===== config.mk =====
export PLATFORM = sky130hd
export DESIGN_NAME = osc_ce_scheduler
export DESIGN_NICKNAME = d
export VERILOG_FILES = /design/src/rtl/osc_ce_scheduler.sv
export SDC_FILE = /design/constraint.sdc
export NUM_CORES = 1
export LEC_CHECK = 0
export BUFFER_PORTS_ARGS = -buffer_cell sky130_fd_sc_hd__buf_4
export CAP_MARGIN = 10
export CORE_MARGIN = 2
export CORE_UTILIZATION = 61
export DETAILED_ROUTE_END_ITERATION = 12
export HOLD_SLACK_MARGIN = 0.03
export PLACE_DENSITY = 0.78
export SLEW_MARGIN = 5
export SYNTH_ARGS = -nofsm -noshare
export SYNTH_HDL_FRONTEND = slang
export SYNTH_SLANG_ARGS = --single-unit

===== constraint.sdc =====
create_clock -name clk -period 4.2 [get_ports clk]
set_input_delay 0.21 -clock clk [delete_from_list [all_inputs] [get_ports clk]]
set_output_delay 0.21 -clock clk [all_outputs]
set_load 0.005 [all_outputs]

===== src/rtl/osc_ce_scheduler.sv =====
// ============================================================================
// Module      : osc_ce_scheduler
// Description : Generates NUM_CH independent single-cycle clock-enable strobes
//               on the internal-oscillator clock. Each channel has a
//               programmable divisor. All strobes are held off until an
//               oscillator settle period has elapsed. New divisors are staged
//               and applied only on period boundaries, so no short period or
//               glitch is ever produced.
// Revision    : 1.0 - initial release
// ----------------------------------------------------------------------------
// Ports
//   clk          in   1        oscillator clock
//   rst          in   1        synchronous reset, active-high
//   i_ch_en      in   NUM_CH   per-channel run gate
//   i_cfg_valid  in   1        divisor write request
//   o_cfg_ready  out  1        write accepted when i_cfg_valid && o_cfg_ready
//   i_cfg_ch     in   CH_W     target channel (>= NUM_CH accepted, ignored)
//   i_cfg_div    in   DIV_W    new divisor (0 = channel off)
//   i_sync_pulse in   1        phase-align all running channels
//                              (present only with OSC_CE_SYNC_EN)
//   o_osc_ready  out  1        settle period complete
//   o_ce_out     out  NUM_CH   registered one-cycle enable strobes
// Optional feature macro: OSC_CE_SYNC_EN (adds i_sync_pulse)
// ============================================================================
`default_nettype none

module osc_ce_scheduler #(
    parameter int NUM_CH        = 4,
    parameter int DIV_W         = 16,
    parameter int SETTLE_CYCLES = 1024,
    parameter int DEF_DIV       = 105,
    localparam int CH_W         = (NUM_CH > 1) ? $clog2(NUM_CH) : 1
) (
    input  logic              clk,
    input  logic              rst,
    input  logic [NUM_CH-1:0] i_ch_en,
    input  logic              i_cfg_valid,
    output logic              o_cfg_ready,
    input  logic [CH_W-1:0]   i_cfg_ch,
    input  logic [DIV_W-1:0]  i_cfg_div,
`ifdef OSC_CE_SYNC_EN
    input  logic              i_sync_pulse,
`endif
    output logic              o_osc_ready,
    output logic [NUM_CH-1:0] o_ce_out
);

    // Wide enough to hold SETTLE_CYCLES itself, so SETTLE_CYCLES=1 works too.
    localparam int             SET_W          = $clog2(SETTLE_CYCLES + 1);
    localparam logic [SET_W-1:0] c_settle_last = SET_W'(SETTLE_CYCLES - 1);

    typedef enum logic [0:0] {
        ST_SETTLE = 1'b0,
        ST_RUN    = 1'b1
    } state_t;

    state_t             r_state;
    state_t             w_state_nxt;
    logic [SET_W-1:0]   r_settle;
    logic               w_run;
    logic               w_accept;
    logic               r_acc_d;
    logic               w_sync;

    // ------------------------------------------------------------------
    // Settle / run state machine
    // ------------------------------------------------------------------
    always_ff @(posedge clk) begin
        if (rst) begin
            r_state  <= ST_SETTLE;
            r_settle <= '0;
            r_acc_d  <= 1'b0;
        end else begin
            r_state <= w_state_nxt;
            if (r_state == ST_SETTLE) begin
                r_settle <= r_settle + SET_W'(1);
            end
            r_acc_d <= w_accept;
        end
    end

    always_comb begin
        w_state_nxt = r_state;
        w_run       = 1'b0;
        case (r_state)
            ST_SETTLE: begin
                if (r_settle == c_settle_last) begin
                    w_state_nxt = ST_RUN;
                end
            end
            ST_RUN: begin
                w_run = 1'b1;
            end
            default: begin
                w_state_nxt = ST_SETTLE;
            end
        endcase
    end

    assign o_osc_ready = w_run;

    // One-entry staging per channel: after an accepted write the port is
    // closed for one cycle, limiting the write rate to one per two cycles.
    assign o_cfg_ready = w_run & ~r_acc_d;
    assign w_accept    = i_cfg_valid & o_cfg_ready;

`ifdef OSC_CE_SYNC_EN
    assign w_sync = w_run & i_sync_pulse;
`else
    assign w_sync = 1'b0;
`endif

    // ------------------------------------------------------------------
    // Per-channel divider
    // ------------------------------------------------------------------
    for (genvar gi = 0; gi < NUM_CH; gi++) begin : g_ch
        logic [DIV_W-1:0] r_div;
        logic [DIV_W-1:0] r_cnt;
        logic [DIV_W-1:0] r_pdiv;
        logic             r_pend;
        logic             r_ce;
        logic             w_off;
        logic             w_active;
        logic [DIV_W-1:0] w_div_m1;
        logic             w_wrap;
        logic             w_apply;
        logic             w_wr_hit;

        always_comb begin
            w_off    = (r_div == '0) | ~i_ch_en[gi];
            w_active = w_run & ~w_off;
            // Only consulted when w_active, i.e. r_div >= 1, so no underflow.
            w_div_m1 = r_div - DIV_W'(1);
            w_wrap   = w_active & (r_cnt == w_div_m1);
            // A stopped channel has no period to protect, so it takes a
            // pending divisor at once; a running one waits for a boundary.
            w_apply  = r_pend & (w_off | w_wrap | (w_active & w_sync));
            w_wr_hit = w_accept & (i_cfg_ch == CH_W'(gi));
        end

        always_ff @(posedge clk) begin
            if (rst) begin
                r_div  <= DIV_W'(DEF_DIV);
                r_cnt  <= '0;
                r_pdiv <= '0;
                r_pend <= 1'b0;
                r_ce   <= 1'b0;
            end else begin
                r_ce <= w_wrap & ~w_sync;

                if (!w_active || w_wrap || w_sync) begin
                    r_cnt <= '0;
                end else begin
                    r_cnt <= r_cnt + DIV_W'(1);
                end

                if (w_apply) begin
                    r_div  <= r_pdiv;
                    r_pend <= 1'b0;
                end
                // Placed after the apply so a write landing on the boundary
                // cycle stays pending for the next boundary.
                if (w_wr_hit) begin
                    r_pdiv <= i_cfg_div;
                    r_pend <= 1'b1;
                end
            end
        end

        assign o_ce_out[gi] = r_ce;
    end

endmodule

`default_nettype wire

==> summary.txt, run 1 <==
outcome - completed
syn avg cell area - 8.01 µm²
antenna-violating nets left - 0
Hold Crit Class - input port to flop
FP Rows - 49
DR pass1 iterations - 5
Syn Nets - 1417
boundary pin count - 31
placer congestion estimate - 0.893
average wire per standard cell - 15.2 µm
setup ws final - 0.697 ns
DIE HEIGHT - 139 µm
Via Count - 9429
port buffer count - 30
Max Cap Violations - 0
Tightest Pin Transition - 1.02 ns
pins over their slew limit - 0
Multi-input gate area - 6320 µm²
die footprint - 19200 µm²
Initial Util - 61.8%
# setup viols final - 0
Root Buffer Master - clkbuf_16
Post-CTS Setup Inserts - 0
first-pass GRT wire length - 41700 µm
fin crit period - 3.50 ns
post-synthesis cell count - 1383
GR Util All Layers - 25.4%
ANT cells - 0
Worst-path clk slew - 0.06 ns
WL final - 24900 µm
FFs w/ async S/R, synth - 0%
routed vias/inst - 5.75
drt drc - 0
PwrDens - 348 nW/µm²
sequential-to-total area share from yosys stat - 38.5%
share of cells above drive strength 1 - 7.37%
crit-path max FO - 16
Core Area - 17900 µm²
HPWL after detailed placement - 16700 µm
Mapped Area - 11100 µm²
Gate power share - 2.5%
Critical Path RT - 4.63 ns
Net Switching - 892 µW
Peak Freq - 285 MHz
TritonCTS clock tree - yes
Leak - 0.00407 µW
die width - 139 µm
CTS Hold Buffers Added - 19
H-tree levels - 1
global route overflow - 0
number of global-route vias before repair - 8957
ys flop type - dfxtp_1
endpoints failing hold - 0
part of the power in registers - 47.0%
clock network power share - 50.5%
fillers - 1460
Max Root-Sink Buffers - 3
register area - 4260 µm²
Clock Latency Late Sink - 0.52 ns
antenna violations before repair - 0
initial DRC count - 570
maximum VDD drop - 0.373 mV
relative slew slack - 31.6%
fin crit share - 83.4%
clk_skew - 0.0168 ns
fin nets - 1427
Warnings, synthesis - 0
kind of critical path - flop to flop
CP Capture Type - flop
Setup TNS Final - 0 ns
clock sink count - 213
sw frac - 20.7%
area delta synth->final - 11.9%
EDFF count, synth - 0
pin count of the biggest net entering global routing - 109
Int Pwr - 3420 µW
RSZ-0062 raised after global routing - false
pre-CTS WS - 0.760 ns
Worst EP arrival - 3.93 ns
CTS resizes - 0
Startpoint Class - flop
FF+latch count, synth - 213
Num CTS Buffers - 24
Yosys cell types - 77
[cells by family after synthesis]
family / count (synthesis) / share of synthesized area (%)
mux: 34 / 3.07
fa+ha+maj: 9 / 1.02
xor+xnor: 147 / 11.6
flops: 213 / 38.5
simple gates: 650 / 28.8
buf+inv: 121 / 4.46
compound gates: 209 / 12.5
[layout by cell type (no fill, tap or decap), types with 4 or more instances in the layout]
master           n
a21oi_1         99
xor2_1          75
nor4_1          12
nor2_1         161
o21ai_0         16
or3_1           17
o31ai_1          4
and3_1          12
nor3b_1         16
nand4_1         27
a22o_1           4
buf_4           46
dfxtp_1        213
clkinv_2         8
bufinv_16        4
mux2i_1         34
a211oi_1         5
o311ai_0         9
ha_1             9
and2_1           7
nand2b_1        70
a211o_1          4
and4_1           4
clkbuf_16       25
xnor2_1         72
a2bb2oi_1        4
or4_1            7
o211ai_1         9
nand3_1         57
nand3b_1         8
nand2_1        191
dlygate4sd3_1   19
o31a_1           6
inv_1           40
or2_2            5
o211a_1          4
o2bb2ai_1        9
nor3_1          34
[area by class of cell]
| type | count | area share [%] |
|---|---|---|
| Tap cell | 229 | 2.31 |
| Sequential cell | 213 | 34.4 |
| Timing Repair Buffer | 65 | 4.32 |
| Multi-Input combinational cell | 1049 | 51.0 |
| Clock buffer | 29 | 5.25 |
| Inverter | 40 | 1.21 |
| Clock inverter | 15 | 1.48 |
[sequential cells by signal, summed over array words and instances (netlist names)]
name,count
g_ch.r_cnt,64
g_ch.r_div,64
g_ch.r_pdiv,64
r_settle,11
g_ch.r_ce,4
g_ch.r_pend,4
r_acc_d,1
r_state,1
[per-layer routing]
metal | global-route usage (%) | part of all wire, %
met5 | 0 | 0
met4 | 8.13 | 2.2
met3 | 3.56 | 6.0
met2 | 43.1 | 47
met1 | 33.6 | 45
[final timing paths]
kind,cells after the start,end,slack [ns],start
max,7,g_ch[2].r_div[14]$_SDFFE_PP0P_,0.70,g_ch[2].r_div[6]$_SDFFE_PP1P_
min,3,g_ch[0].r_ce$_SDFF_PP0_,0.07,i_ch_en[0]
max reg2reg,7,g_ch[2].r_div[14]$_SDFFE_PP0P_,0.70,g_ch[2].r_div[6]$_SDFFE_PP1P_
min reg2reg,2,g_ch[1].r_pdiv[11]$_SDFFE_PP0P_,0.45,g_ch[1].r_pdiv[11]$_SDFFE_PP0P_
[stage by stage]
| step | instances | instance area [µm²] | power (µW) | hold slack (ns) | utilization, % |
|---|---|---|---|---|---|
| 6_report | 1640 | 12400 | 4310 | 0.0702 | 69.2 |
| 5_1_grt | 1640 | 12400 | 4440 | 0.102 | 69.2 |
| 4_1_cts | 1640 | 12400 | 4350 | 0.0547 | 69.2 |
| 3_5_place_dp | 1577 | 11400 | 2160 | 0.447 | 63.5 |
| 3_3_place_gp | 1577 | 11400 | 2160 | 0.441 | 63.5 |
| 2_1_floorplan | 1383 | 11100 | 2120 | 0.346 | - |
[Yosys cell counts (17+ instances only)]
cell type	count	area (µm²)
nand4_1	27	169
mux2i_1	34	340
xnor2_1	72	631
nor2_1	161	604
a21oi_1	99	495
nand2_1	191	717
clkbuf_1	66	248
nor3_1	34	170
or3_1	17	106
nand2b_1	70	438
nand3_1	57	285
xor2_1	75	657
inv_1	40	150
dfxtp_1	213	4260
[power groups by stage]
stage | clock network (µW) | registers [µW] | logic, µW
CTS | 2220 | 2020 | 106
floorplan | 0 | 2070 | 49.2
detailed placement | 0 | 2070 | 91.5
global route | 2310 | 2020 | 116
finish | 2180 | 2030 | 109
global placement | 0 | 2070 | 91.9
[critical path: stages (launching register included)]
cell	delay, ns
dfxtp_1	0.40
or4_4	0.57
or3_1	0.38
or4b_1	0.52
a31o_1	0.24
a2111o_1	0.43
o21ai_4	0.60
mux2i_1	0.28
(Power assumes the default switching activity.)
==> inputs of run 2 (changes only) <==
Settings changed: CORE_UTILIZATION 61 to 57, PLACE_DENSITY 0.78 to 0.77.
Clock period 4.2 ns to 2.9 ns, I/O delays scaled along.
==> run 2 against run 1 <==
Against the previous run:
- the run now ends with setup timing left
- via count rose by 3.1%
- flip-flop and latch count unchanged
- critical path depth is 1 higher
- clock skew shrank 0.0083 ns
- sequential power rose by 44%
- final area grew 4.3%
- clock-buffer cell count is 4 higher
- clock power up 33%
- worst setup slack got worse by 0.79 ns
- die area up 6.8%
- hold slack got worse by 0.011 ns
==> summary.txt, run 2 (synthesis gave the netlist of run 1 again) <==
WL final - 26600 µm (+6.9%)
Clock Latency Late Sink - 0.52 ns (about the same)
pin count of the biggest net entering global routing - 157 (+44%)
fin crit period - 2.99 ns (-0.509 ns)
commonest non-fill, non-tap cell in the layout - dfxtp_1
clock sink count - 213 (unchanged)
Critical Path End - g_ch[2].r_div[0]$_SDFFE_PP1P_
Max Cap Violations - 0 (unchanged)
DIE HEIGHT - 143 µm (+3.3%)
register area - 4270 µm² (about the same)
Reg2Reg Setup Slack - -0.09 ns (-0.79 ns)
Max Root-Sink Buffers - 3 (unchanged)
fin nets - 1476 (+3.4%)
Num CTS Buffers - 23 (-4.2%)
H-tree levels - 1 (unchanged)
Fin Hold WS - 0.0591 ns (-0.0112 ns)
ANT cells - 0 (unchanged)
crit-path max FO - 16 (unchanged)
Total Power - 6000 µW (+39%)
maximum VDD drop - 0.465 mV (+25%)
CP Capture Type - flop
commonest non-fill, non-tap cells in the layout - dfxtp_1, nand2_1, nor2_1
GR Util All Layers - 25.1% (-0.26 points)
share of cells above drive strength 1 - 10.9% (+3.5 points)
Startpoint Class - flop
worst r2r src - g_ch[2].r_div[12]$_SDFFE_PP0P_
Tightest Pin Transition - 0.667 ns (-0.356 ns)
Max stage delay on crit path - 0.53 ns (-0.07 ns)
antenna violations before repair - 0 (unchanged)
endpoints failing hold - 0 (unchanged)
antenna-violating nets left - 0 (unchanged)
die footprint - 20600 µm² (+6.8%)
slowest stage cell, crit path - or4_4
FP Rows - 50 (+2.0%)
HPWL after detailed placement - 17700 µm (+5.5%)
TritonCTS clock tree - yes
failing checks - setup timing
boundary pin count - 31 (unchanged)
drt drc - 0 (unchanged)
outcome - complete, but fails checks
area delta synth->final - 16.7%
initial DRC count - 744 (+31%)
Peak Freq - 334 MHz (+17%)
pins over their slew limit - 0 (unchanged)
clk_skew - 0.00851 ns (-0.00825 ns)
Worst EP arrival - 3.43 ns (-0.50 ns)
# setup viols final - 28 (+28)
Worst R2R End - g_ch[2].r_div[0]$_SDFFE_PP1P_
Leak - 0.00432 µW (+6.3%)
Hold Crit Class - input port to flop
crit path from - g_ch[2].r_div[12]$_SDFFE_PP0P_
Setup TNS Final - -1.32 ns (-1.32 ns)
biggest regs - g_ch.r_cnt: 64 flops, g_ch.r_div: 64 flops, g_ch.r_pdiv: 64 flops
fillers - 1555 (+6.5%)
port buffer count - 30 (unchanged)
Initial Util - 58.6% (-3.2 points)
RSZ-0062 raised after global routing - true
number of global-route vias before repair - 8943 (-0.16%)
first-pass GRT wire length - 42700 µm (+2.4%)
placer congestion estimate - 0.881 (-1.3%)
die width - 143 µm (+3.3%)
Core Area - 18900 µm² (+5.5%)
global route overflow - 0 (unchanged)
relative slew slack - 55.4% (+24 points)
CP cell instances - or4_4 -> or3_4 -> or4b_4 -> a31o_1 -> a2111o_1 -> o21ai_4 -> buf_12 -> mux2i_1
Reg2Reg Depth - 8 (+1)
DR pass1 iterations - 5 (unchanged)
kind of critical path - flop to flop
Via Count - 9725 (+3.1%)
Multi-input gate area - 6440 µm² (+1.9%)
fin crit share - 103% (+20 points)
Worst-path clk slew - 0.06 ns (about the same)
Critical Path RT - 3.34 ns (-1.29 ns)
PwrDens - 464 nW/µm² (+33%)
Root Buffer Master - clkbuf_16
average wire per standard cell - 15.5 µm (+2.0%)
routed vias/inst - 5.66 (-1.6%)
setup ws final - -0.0943 ns (-0.791 ns)
-- run 2: cell types whose count changed in the layout (fill, tap and decap cells not counted), sizes merged --
cell / change
dlygate4sd3: +3
inv: +1
clkbuf: +5
clkinvlp: +1
bufinv: -2
clkinv: -6
buf: +46
-- run 2: worst min-delay path by stage --
stage | start | to | slack [ns] | cells after the start
after floorplan | i_cfg_div[0] | g_ch[0].r_pdiv[0]$_SDFFE_PP0P_ | 0.28 | 2
final | rst | g_ch[2].r_pend$_SDFFE_PP0P_ | 0.06 | 2
after CTS | rst | g_ch[2].r_pend$_SDFFE_PP0P_ | 0.03 | 2
after global routing | rst | g_ch[2].r_pdiv[4]$_SDFFE_PP0P_ | 0.07 | 2
after global placement | g_ch[0].r_pdiv[5]$_SDFFE_PP0P_ | g_ch[0].r_div[5]$_SDFFE_PP1P_ | 0.44 | 2
after detailed placement | i_cfg_valid | r_acc_d$_SDFF_PP0_ | 0.45 | 3
-- run 2: power by group --
part	switching (µW)	leakage [µW]	internal, µW
clock	1200	0.000352	1700
sequential	3.00	0.00172	2930
combinational	97.3	0.00225	70.0
-- run 2: area by class of cell --
cell class | count | area share [%]
Multi-Input combinational cell | 1049 | 49.8
Clock inverter | 9 | 0.852
Sequential cell | 213 | 33.0
Clock buffer | 33 | 4.90
Timing Repair Buffer | 115 | 7.71
Tap cell | 260 | 2.52
Inverter | 40 | 1.16
-- run 2: per-layer routing --
layer / GRT usage, % / wire length [µm] / share of wire (%)
met2: 42.2 / 12700 / 48
met5: 0 / 0 / 0
met4: 6.45 / 503 / 1.9
met1: 34.4 / 12000 / 45
met3: 3.07 / 1340 / 5.0
-- run 2: repair_timing --
action                                  4_1_cts  5_1_grt
pin swaps                                     1        6
hold buffers                                 22        0
setup buffers                                 0        4
gates cloned                                  0        2
gates resized for setup                       0       16
endpoints found under the setup margin       16      109
endpoints found under the hold margin        71        0
-- run 2: through the flow --
step | cell area [µm²] | setup slack [ns] | cells | util (%)
3_3_place_gp | 11800 | -0.0434 | 1649 | 62.6
5_1_grt | 12900 | -0.180 | 1719 | 68.4
2_1_floorplan | 11100 | -0.135 | 1383 | -
6_report | 12900 | -0.0943 | 1719 | 68.4
3_5_place_dp | 11800 | -0.121 | 1649 | 62.6
4_1_cts | 12800 | -0.0859 | 1713 | 67.7
-- run 2: critical path, delay by kind of cell (launching register included) --
| family | cells | cell delay, ns |
|---|---|---|
| AO/OA/AOI/OAI | 3 | 0.80 |
| buffers and inverters | 1 | 0.19 |
| flip-flops | 1 | 0.31 |
| multiplexers | 1 | 0.21 |
| AND/OR/NAND/NOR | 3 | 1.41 |
